File: config.mk
export PLATFORM = sky130hd
export DESIGN_NAME = key_eeprom_cmd_sched
export DESIGN_NICKNAME = d
export VERILOG_FILES = /design/src/rtl/key_eeprom_cmd_sched.sv
export SDC_FILE = /design/constraint.sdc
export NUM_CORES = 1
export LEC_CHECK = 0
export CORE_ASPECT_RATIO = 2
export CORE_UTILIZATION = 30
export CTS_BUF_LIST = sky130_fd_sc_hd__clkbuf_4 sky130_fd_sc_hd__clkbuf_8
export DETAILED_ROUTE_END_ITERATION = 6
export PLACE_DENSITY = 0.56
export REMOVE_ABC_BUFFERS = 1
export SYNTH_ARGS = -nofsm -noshare
export SYNTH_HDL_FRONTEND = slang
export SYNTH_SLANG_ARGS = --single-unit
File: constraint.sdc
create_clock -name sclk_i -period 5.05 [get_ports sclk_i]
set_input_delay 1.01 -clock sclk_i [delete_from_list [all_inputs] [get_ports sclk_i]]
set_output_delay 1.01 -clock sclk_i [all_outputs]
set_load 0.005 [all_outputs]
File: src/rtl/key_eeprom_cmd_sched.sv
// Key-event command scheduler for an AT24C02 I2C controller: queues key pulses,
// applies local address/data edits and sequences EEPROM reads/writes with write gap.
module key_eeprom_cmd_sched #(
  parameter int FIFO_DEPTH    = 4,
  parameter int WR_GAP_CYCLES = 250_000
) (
  input  logic       sclk_i,
  input  logic       rst_i,
  input  logic [3:0] key_pulse_i,
  input  logic       i2c_busy_i,
  input  logic       i2c_done_i,
  input  logic       i2c_err_i,
  input  logic [7:0] i2c_rd_data_i,
  output logic       i2c_req_o,
  output logic       i2c_rw_o,
  output logic [7:0] i2c_addr_o,
  output logic [7:0] i2c_wr_data_o,
  output logic [7:0] cur_addr_o,
  output logic [7:0] cur_data_o,
  output logic       rd_valid_o,
  output logic [7:0] rd_data_o,
  output logic       err_flag_o,
  output logic [7:0] drop_cnt_o
);

  localparam int AW = (FIFO_DEPTH > 1) ? $clog2(FIFO_DEPTH) : 1;
  localparam int GW = (WR_GAP_CYCLES > 1) ? $clog2(WR_GAP_CYCLES) : 1;

  // Command codes match the key_pulse bit index.
  localparam logic [1:0] CMD_WRITE    = 2'd0;
  localparam logic [1:0] CMD_READ     = 2'd1;
  localparam logic [1:0] CMD_ADDR_INC = 2'd2;
  localparam logic [1:0] CMD_DATA_INC = 2'd3;

  localparam logic [2:0] S_IDLE      = 3'd0;
  localparam logic [2:0] S_DECODE    = 3'd1;
  localparam logic [2:0] S_REQ       = 3'd2;
  localparam logic [2:0] S_WAIT_DONE = 3'd3;
  localparam logic [2:0] S_GAP       = 3'd4;

  // ---------------------------------------------------------------------------
  // Key arbitration and drop accounting
  // ---------------------------------------------------------------------------
  logic [1:0]    key_cmd;
  logic [2:0]    key_cnt;
  logic [3:0]    drops;
  logic [8:0]    drop_sum;
  logic          key_any;
  logic          push;
  logic          pop;
  logic          full;
  logic          empty;

  logic [1:0]    fifo_q [FIFO_DEPTH];
  logic [AW-1:0] wr_ptr_q;
  logic [AW-1:0] rd_ptr_q;
  logic [AW:0]   count_q;
  logic [AW:0]   count_d;

  logic [2:0]    state_q;
  logic [2:0]    state_d;
  logic [1:0]    cmd_q;
  logic [1:0]    cmd_d;
  logic [GW-1:0] gap_cnt_q;
  logic [GW-1:0] gap_cnt_d;

  logic          i2c_req_q;
  logic          i2c_req_d;
  logic          i2c_rw_q;
  logic          i2c_rw_d;
  logic [7:0]    i2c_addr_q;
  logic [7:0]    i2c_addr_d;
  logic [7:0]    i2c_wr_data_q;
  logic [7:0]    i2c_wr_data_d;
  logic [7:0]    cur_addr_q;
  logic [7:0]    cur_addr_d;
  logic [7:0]    cur_data_q;
  logic [7:0]    cur_data_d;
  logic          rd_valid_q;
  logic          rd_valid_d;
  logic [7:0]    rd_data_q;
  logic [7:0]    rd_data_d;
  logic          err_flag_q;
  logic          err_flag_d;
  logic [7:0]    drop_cnt_q;
  logic [7:0]    drop_cnt_d;

  // Downward scan so the lowest set bit is the last (winning) assignment.
  always_comb begin
    key_cmd = 2'd0;
    key_cnt = 3'd0;
    for (int i = 3; i >= 0; i--) begin
      if (key_pulse_i[i]) key_cmd = 2'(i);
    end
    for (int i = 0; i < 4; i++) begin
      key_cnt = key_cnt + 3'(key_pulse_i[i]);
    end
  end

  assign key_any = |key_pulse_i;
  assign full    = (count_q == (AW+1)'(FIFO_DEPTH));
  assign empty   = (count_q == '0);
  assign pop     = (state_q == S_IDLE) && !empty && !i2c_busy_i;
  // A pop in the same cycle frees the slot, so a full FIFO still takes the push.
  assign push    = key_any && (!full || pop);

  always_comb begin
    drops = 4'd0;
    if (key_any) drops = 4'(key_cnt) - 4'd1 + 4'(!push);
  end

  assign drop_sum   = {1'b0, drop_cnt_q} + 9'(drops);
  assign drop_cnt_d = drop_sum[8] ? 8'hFF : drop_sum[7:0];

  always_comb begin
    count_d = count_q;
    if (push && !pop) count_d = count_q + 1'b1;
    if (!push && pop) count_d = count_q - 1'b1;
  end

  // Storage needs no reset: occupancy and pointers define what is valid.
  always_ff @(posedge sclk_i) begin
    if (push) fifo_q[wr_ptr_q] <= key_cmd;
  end

  always_ff @(posedge sclk_i or posedge rst_i) begin
    if (rst_i) begin
      wr_ptr_q <= '0;
      rd_ptr_q <= '0;
      count_q  <= '0;
    end else begin
      if (push) wr_ptr_q <= wr_ptr_q + 1'b1;
      if (pop)  rd_ptr_q <= rd_ptr_q + 1'b1;
      count_q <= count_d;
    end
  end

  // ---------------------------------------------------------------------------
  // Command FSM
  // ---------------------------------------------------------------------------
  always_comb begin
    state_d       = state_q;
    cmd_d         = cmd_q;
    gap_cnt_d     = gap_cnt_q;
    i2c_req_d     = i2c_req_q;
    i2c_rw_d      = i2c_rw_q;
    i2c_addr_d    = i2c_addr_q;
    i2c_wr_data_d = i2c_wr_data_q;
    cur_addr_d    = cur_addr_q;
    cur_data_d    = cur_data_q;
    rd_valid_d    = 1'b0;
    rd_data_d     = rd_data_q;
    err_flag_d    = err_flag_q;

    case (state_q)
      S_IDLE: begin
        if (pop) begin
          cmd_d   = fifo_q[rd_ptr_q];
          state_d = S_DECODE;
        end
      end

      S_DECODE: begin
        case (cmd_q)
          CMD_ADDR_INC: begin
            cur_addr_d = cur_addr_q + 8'd1;
            state_d    = S_IDLE;
          end
          CMD_DATA_INC: begin
            cur_data_d = cur_data_q + 8'd1;
            state_d    = S_IDLE;
          end
          default: begin
            // Snapshot here so later queued edits cannot disturb this transfer.
            i2c_addr_d    = cur_addr_q;
            i2c_wr_data_d = cur_data_q;
            i2c_rw_d      = (cmd_q == CMD_READ);
            i2c_req_d     = 1'b1;
            state_d       = S_REQ;
          end
        endcase
      end

      S_REQ: begin
        if (i2c_busy_i) begin
          i2c_req_d = 1'b0;
          state_d   = S_WAIT_DONE;
        end
      end

      S_WAIT_DONE: begin
        if (i2c_done_i) begin
          err_flag_d = err_flag_q | i2c_err_i;
          if (i2c_rw_q) begin
            if (!i2c_err_i) begin
              rd_data_d  = i2c_rd_data_i;
              rd_valid_d = 1'b1;
            end
            state_d = S_IDLE;
          end else begin
            gap_cnt_d = '0;
            state_d   = S_GAP;
          end
        end
      end

      S_GAP: begin
        if (gap_cnt_q == GW'(WR_GAP_CYCLES - 1)) begin
          gap_cnt_d = '0;
          state_d   = S_IDLE;
        end else begin
          gap_cnt_d = gap_cnt_q + 1'b1;
        end
      end

      default: state_d = S_IDLE;
    endcase
  end

  always_ff @(posedge sclk_i or posedge rst_i) begin
    if (rst_i) begin
      state_q       <= S_IDLE;
      cmd_q         <= CMD_WRITE;
      gap_cnt_q     <= '0;
      i2c_req_q     <= 1'b0;
      i2c_rw_q      <= 1'b0;
      i2c_addr_q    <= 8'd0;
      i2c_wr_data_q <= 8'd0;
      cur_addr_q    <= 8'd0;
      cur_data_q    <= 8'd0;
      rd_valid_q    <= 1'b0;
      rd_data_q     <= 8'd0;
      err_flag_q    <= 1'b0;
      drop_cnt_q    <= 8'd0;
    end else begin
      state_q       <= state_d;
      cmd_q         <= cmd_d;
      gap_cnt_q     <= gap_cnt_d;
      i2c_req_q     <= i2c_req_d;
      i2c_rw_q      <= i2c_rw_d;
      i2c_addr_q    <= i2c_addr_d;
      i2c_wr_data_q <= i2c_wr_data_d;
      cur_addr_q    <= cur_addr_d;
      cur_data_q    <= cur_data_d;
      rd_valid_q    <= rd_valid_d;
      rd_data_q     <= rd_data_d;
      err_flag_q    <= err_flag_d;
      drop_cnt_q    <= drop_cnt_d;
    end
  end

  assign i2c_req_o     = i2c_req_q;
  assign i2c_rw_o      = i2c_rw_q;
  assign i2c_addr_o    = i2c_addr_q;
  assign i2c_wr_data_o = i2c_wr_data_q;
  assign cur_addr_o    = cur_addr_q;
  assign cur_data_o    = cur_data_q;
  assign rd_valid_o    = rd_valid_q;
  assign rd_data_o     = rd_data_q;
  assign err_flag_o    = err_flag_q;
  assign drop_cnt_o    = drop_cnt_q;

endmodule

; ---- Word level (Yosys, flattened, before mapping)
; Memories as Yosys holds them, arrays and structs flattened. A register that Yosys moved wholly into a read port is not among the register bits.
; Index checks and enable logic that the tools add are counted.
[classes]
mul = 0
n_div = 0
n_reduce_logical = 27
eq_ne = 15
shift = 0
n_addsub = 13
muxes = 28
bitwise = 3
order_cmp = 0
[ops]
columns = operator, count
row1 = $mux W18, 3
row2 = $pmux W18 S2, 1
row3 = $mux W3, 7
row4 = $add A18 B1 Y18 const B, 1
row5 = $eq A18 B18 Y1 const B, 1
row6 = $add A8 B1 Y8 const B, 2
row7 = $pmux W3 S5, 1
row8 = $ne A2 B2 Y1 const B, 6
row9 = $mux W2, 5
row10 = $reduce_and A2 Y1, 5
row11 = $add A8 B4 Y9, 1
row12 = $mux W1, 8
row13 = $mux W8, 1
row14 = $reduce_and A4 Y1, 2
row15 = $eq A3 B2 Y1 const B, 2
row16 = $eq A3 B3 Y1 const B, 2
row17 = $logic_not A3 Y1, 2
row18 = $reduce_and A3 Y1, 2
row19 = $reduce_bool A2 Y1, 3
row20 = $logic_and A1 B1 Y1, 5
row21 = $logic_not A1 Y1, 5
row22 = $add A2 B1 Y2 const B, 2
row23 = $add A4 B1 Y4, 1
row24 = $eq A2 B2 Y1 const B, 2
row25 = other kinds (15), 16
[word_totals]
word_cells = 102
ramBits = 8
output_inout_bits = 52
regBits = 80
n_memories = 1
latch_bits = 0
input_bits = 17
rom_bits = 0
[memory_table]
columns = name, words, width, rd, rd_ports_with_merged_regs, write_ports, line_no
row1 = fifo_q, 4, 2, 1, 1, 1, 54  ; logic [1:0] fifo_q [FIFO_DEPTH];

; ---- Logic depth before layout (Yosys ltp)
[logic_depth]
word_depth = 11
mapped_depth = 16
depth_no_buf = 15

; ---- Worst setup path before layout
; OpenSTA, ideal clock, no wires.
[synth_timing]
path_type = input -> register
start = input port i2c_busy_i
end = register drop_cnt_q[5] (netlist: drop_cnt_o[5])
required_ns = 4.922
setup_slack_ns = 0.618
t_arrival_ns = 4.304
stages = 14
cell_sequence = or4_4 -> a41oi_4 -> inv_2 -> fa_1 -> ha_1 -> inv_1 -> fa_1 -> nor2_1 -> fa_1 -> a21o_1 -> a21oi_1 -> nor2_1 -> nand3_1 -> nand3b_1
[synth_via]
elab_chain_cells = 9
[synth_rtl]
columns = element, line_no
row1 = "start, declared", 10  ; input logic i2c_busy_i,
row2 = $logic_not A1 Y1, 103  ; assign pop = (state_q == S_IDLE) && !empty && !i2c_busy_i;
row3 = $logic_and A1 B1 Y1, 103
row4 = $logic_or A1 B1 Y1, 105  ; assign push = key_any && (!full || pop);
row5 = $logic_and A1 B1 Y1, 105
row6 = $logic_not A1 Y1, 109  ; if (key_any) drops = 4'(key_cnt) - 4'd1 + 4'(!push);
row7 = $add A4 B1 Y4, 109
row8 = $mux W4, 109
row9 = $add A8 B4 Y9, 112  ; assign drop_sum = {1'b0, drop_cnt_q} + 9'(drops);
row10 = $mux W8, 113  ; assign drop_cnt_d = drop_sum[8] ? 8'hFF : drop_sum[7:0];
row11 = net drop_cnt_d[5], 86  ; logic [7:0] drop_cnt_d;
row12 = "end signal, assigned", 248  ; drop_cnt_q <= drop_cnt_d;
row13 = "end, declared", 85  ; logic [7:0] drop_cnt_q;
; The timed path passes the listed nets, and every way through them passes these cells.
; A chain may end at the register's enable or synchronous reset.

; ---- Worst setup path in the final report
[layout_timing]
start = input port i2c_busy_i
end = register drop_cnt_q[7] (netlist: drop_cnt_o[7])
; Same word-level chain as after synthesis.

==> impl_metrics.json <==
{
  "outcome": "complete, no violations",
  "synth_top_family_by_area": "simple AND/OR/NAND/NOR gates",
  "dieHeight_um": 170,
  "worstPathRequired_ns": 5.33,
  "via_density_per_instance": 4.67,
  "diodes_inserted": 0,
  "maxCapViolations": 0,
  "gp_congestion": 0.816,
  "synth.mux.area_fraction": 0.0902,
  "num_rows": 61,
  "floorplan.io_pins": 69,
  "final_antenna_net_count": 0,
  "clock_path_buffers": 2,
  "synth.lib_cells_used.distinct": 51,
  "cellPowerDensity_nw_per_um2": 483,
  "gr-total-overflow": 0,
  "clock-root-buffer": "sky130_fd_sc_hd__clkbuf_8",
  "cellLeakagePower_nw": 2.34,
  "yosys.area.top_type": "sky130_fd_sc_hd__dfrtp_1",
  "antenna_found_initial": 0,
  "finClkSkew_ns": 0.0143,
  "mostFrequentLayoutCells": "sky130_fd_sc_hd__dfrtp_1 (82), sky130_fd_sc_hd__clkdlybuf4s50_1 (68), sky130_fd_sc_hd__nor2_1 (34), sky130_fd_sc_hd__mux2_2 (29), sky130_fd_sc_hd__nand2_1 (23)",
  "synth_fa_ha_area_frac": 0.0603,
  "synthesis.instances": 358,
  "synth_seq_area_share": 0.542,
  "timing_worst_slew_pin_value_ns": 1.01,
  "timing.critical_path.arrival_ns": 4.80,
  "syn_area_um2": 4230,
  "worst_hold_path_type": "register to register",
  "clk_pin_slew_ns": 0.09,
  "cts-htree-levels": 3,
  "post-route-drc-count": 0,
  "timing.final.hold_violations": 0,
  "stdcell_count": 628,
  "drive_above_1_share": 0.141,
  "grt_pass1_vias": 2975,
  "clkSinkCount": 90,
  "grtUsageTotal": 0.132,
  "max-vdd-ir-drop_mv": 0.257,
  "core_area_um2": 13800,
  "post_drt_wl_per_cell_um": 14.3,
  "firstDrtPassIters": 4,
  "synth_largest_type_area_fraction": 0.485,
  "post-route-min-period_ns": 4.52,
  "wirelength_mm": 8.99,
  "layout-area-overhead-vs-synth_pct": 26.6,
  "postCtsResizedCells": 0,
  "final.setup.tns_ns": 0,
  "cts_tree": "yes",
  "synth_seq_cells": 90,
  "clock_buffers_created_by_tritoncts": 9,
  "timing.final.setup_violations": 0,
  "total_power_w": 0.00259,
  "dieWidth_um": 86.0,
  "async_reset_ff_frac": 0.911,
  "rsz0062_at_grt": "no",
  "placement.cell_area_um2": 5150,
  "grt_max_degree": 48,
  "ys.flop_type": "sky130_fd_sc_hd__dfrtp_1",
  "worstSetupPathType": "input port to register",
  "yosys.area_share.xor_xnor": 0.0745,
  "clock_network_latency_to_the_later_pin_of_the_worst_skew_pair_ns": 0.36,
  "finish.net_count": 469,
  "avgSynthCellArea_um2": 11.8,
  "maxSlewHeadroom": 0.326,
  "stdcell_area_um2": 5360,
  "number_of_enable_flip_flop_cells_after_synthesis": 8,
  "finish.utilization": 0.388,
  "critPathLaunchType": "input port",
  "via_count": 2930,
  "report.final.slew_viol_count": 0,
  "critical_path.endpoint_type": "register",
  "drt_iter0_drc": 150,
  "die_area_um2": 14600,
  "synth-warning-count": 0,
  "filler_cell_count": 1353,
  "quantity_of_hold_fixing_buffers_added_after_cts": 0,
  "dp.final_hpwl_mm": 6.59,
  "dp.cells": 612,
  "synth-compound-area-share": 0.0547,
  "initial_utilization": 0.306,
  "cts_post_setup_buffers_inserted": 0,
  "post-route-period-util": 0.896,
  "grt_first_pass_wirelength_mm": 14.9,
  "max_clock_freq_mhz": 221,
  "yosys-top-cells-area": "sky130_fd_sc_hd__dfrtp_1 (48%), sky130_fd_sc_hd__mux2_2 (7.7%), sky130_fd_sc_hd__edfxtp_1 (5.7%)",
  "port-buffer-count": 68,
  "synthesized_area_fraction_occupied_by_and_or_nand_nor_cells": 0.152,
  "layout.cells.most_common": "sky130_fd_sc_hd__dfrtp_1",
  "cp_max_fo": 3
}
==> cells in the mapped netlist (3+ instances only) <==
| cell type | n |
|---|---|
| sky130_fd_sc_hd__a21o_1 | 3 |
| sky130_fd_sc_hd__a21oi_1 | 8 |
| sky130_fd_sc_hd__and2_1 | 5 |
| sky130_fd_sc_hd__and3_1 | 6 |
| sky130_fd_sc_hd__buf_2 | 6 |
| sky130_fd_sc_hd__dfrtp_1 | 82 |
| sky130_fd_sc_hd__edfxtp_1 | 8 |
| sky130_fd_sc_hd__fa_1 | 4 |
| sky130_fd_sc_hd__ha_1 | 14 |
| sky130_fd_sc_hd__inv_1 | 16 |
| sky130_fd_sc_hd__mux2_2 | 29 |
| sky130_fd_sc_hd__nand2_1 | 23 |
| sky130_fd_sc_hd__nand3_1 | 14 |
| sky130_fd_sc_hd__nand4_1 | 12 |
| sky130_fd_sc_hd__nor2_1 | 34 |
| sky130_fd_sc_hd__nor3_1 | 6 |
| sky130_fd_sc_hd__nor3b_1 | 4 |
| sky130_fd_sc_hd__o21ai_0 | 9 |
| sky130_fd_sc_hd__o31ai_1 | 3 |
| sky130_fd_sc_hd__xnor2_1 | 15 |
| sky130_fd_sc_hd__xor2_1 | 21 |
==> final timing paths <==
check                           depth (start not counted)            end  slack [ns]  startpoint
min in group asynchronous                               2       cmd_q[0]        1.12       rst_i
worst min register to register                          1     err_flag_o        0.48  err_flag_o
worst max-delay path                                   15  drop_cnt_o[7]        0.53  i2c_busy_i
worst min-delay path                                    1     err_flag_o        0.48  err_flag_o
max in group asynchronous                               3       i2c_rw_o        2.96       rst_i
worst max register to register                         14  drop_cnt_o[7]        1.02  state_q[2]
==> cells by family (layout without fill, tap and decap cells) <==
logic type / after synthesis / count (layout)
xor gates and xnor gates: 36 / 36
muxes: 32 / 32
adders and majority gates: 18 / 18
buffers and inverters: 26 / 107
DFF: 90 / 90
and+or+nand+nor: 123 / 123
AOI/OAI and AO/OA: 33 / 33
==> power by group <==
group	switching (W)	internal, W	total [W]	leakage (nW)
registers	0.000207	0.000940	0.00115	1.14
clock network	0.000253	0.000269	0.000522	0.107
logic	0.000393	0.000528	0.000922	1.09
==> cell type report <==
class                           count  area (um^2)  share of cell area
Multi-Input combinational cell    242         1830               0.341
Tap cell                          189          236              0.0441
Sequential cell                    90         2290               0.428
Inverter                           17         65.1              0.0121
Clock inverter                      3         46.3             0.00864
Timing Repair Buffer               74          726               0.135
Clock buffer                       13          166              0.0310
==> metrics by stage <==
stage / worst slack (ns) / hold WS (ns)
floorplan: 0.618 / 0.468
global placement: 0.244 / 0.467
detailed placement: 0.132 / 0.470
CTS: 0.528 / 0.490
global route: 0.350 / 0.503
finish: 0.527 / 0.484
==> registers in the layout (all words and copies together) (netlist names), 3 cells and up <==
name and count:
gap_cnt_q 18, cur_addr_o 8, cur_data_o 8, drop_cnt_o 8
fifo_q 8, i2c_addr_o 8, i2c_wr_data_o 8, rd_data_o 8
count_q 3, state_q 3
==> worst max-delay path: stages <==
cell and delay (ns):
sky130_fd_sc_hd__clkdlybuf4s50_1 0.45, sky130_fd_sc_hd__or4_4 0.46, sky130_fd_sc_hd__a41oi_4 0.24, sky130_fd_sc_hd__inv_2 0.06, sky130_fd_sc_hd__fa_1 0.50, sky130_fd_sc_hd__ha_1 0.16
sky130_fd_sc_hd__inv_1 0.05, sky130_fd_sc_hd__fa_1 0.47, sky130_fd_sc_hd__nor2_1 0.07, sky130_fd_sc_hd__ha_1 0.28, sky130_fd_sc_hd__a21o_1 0.11, sky130_fd_sc_hd__a21o_1 0.17
sky130_fd_sc_hd__a21oi_1 0.11, sky130_fd_sc_hd__or3b_2 0.47, sky130_fd_sc_hd__a32oi_1 0.18
==> per-layer routing <==
metal,wire (um),GRT usage
met2,5080,0.239
met4,165,0.0478
met1,3480,0.146
met5,0,0
met3,270,0.0325
Note: power is estimated with default switching activity, not from simulation.
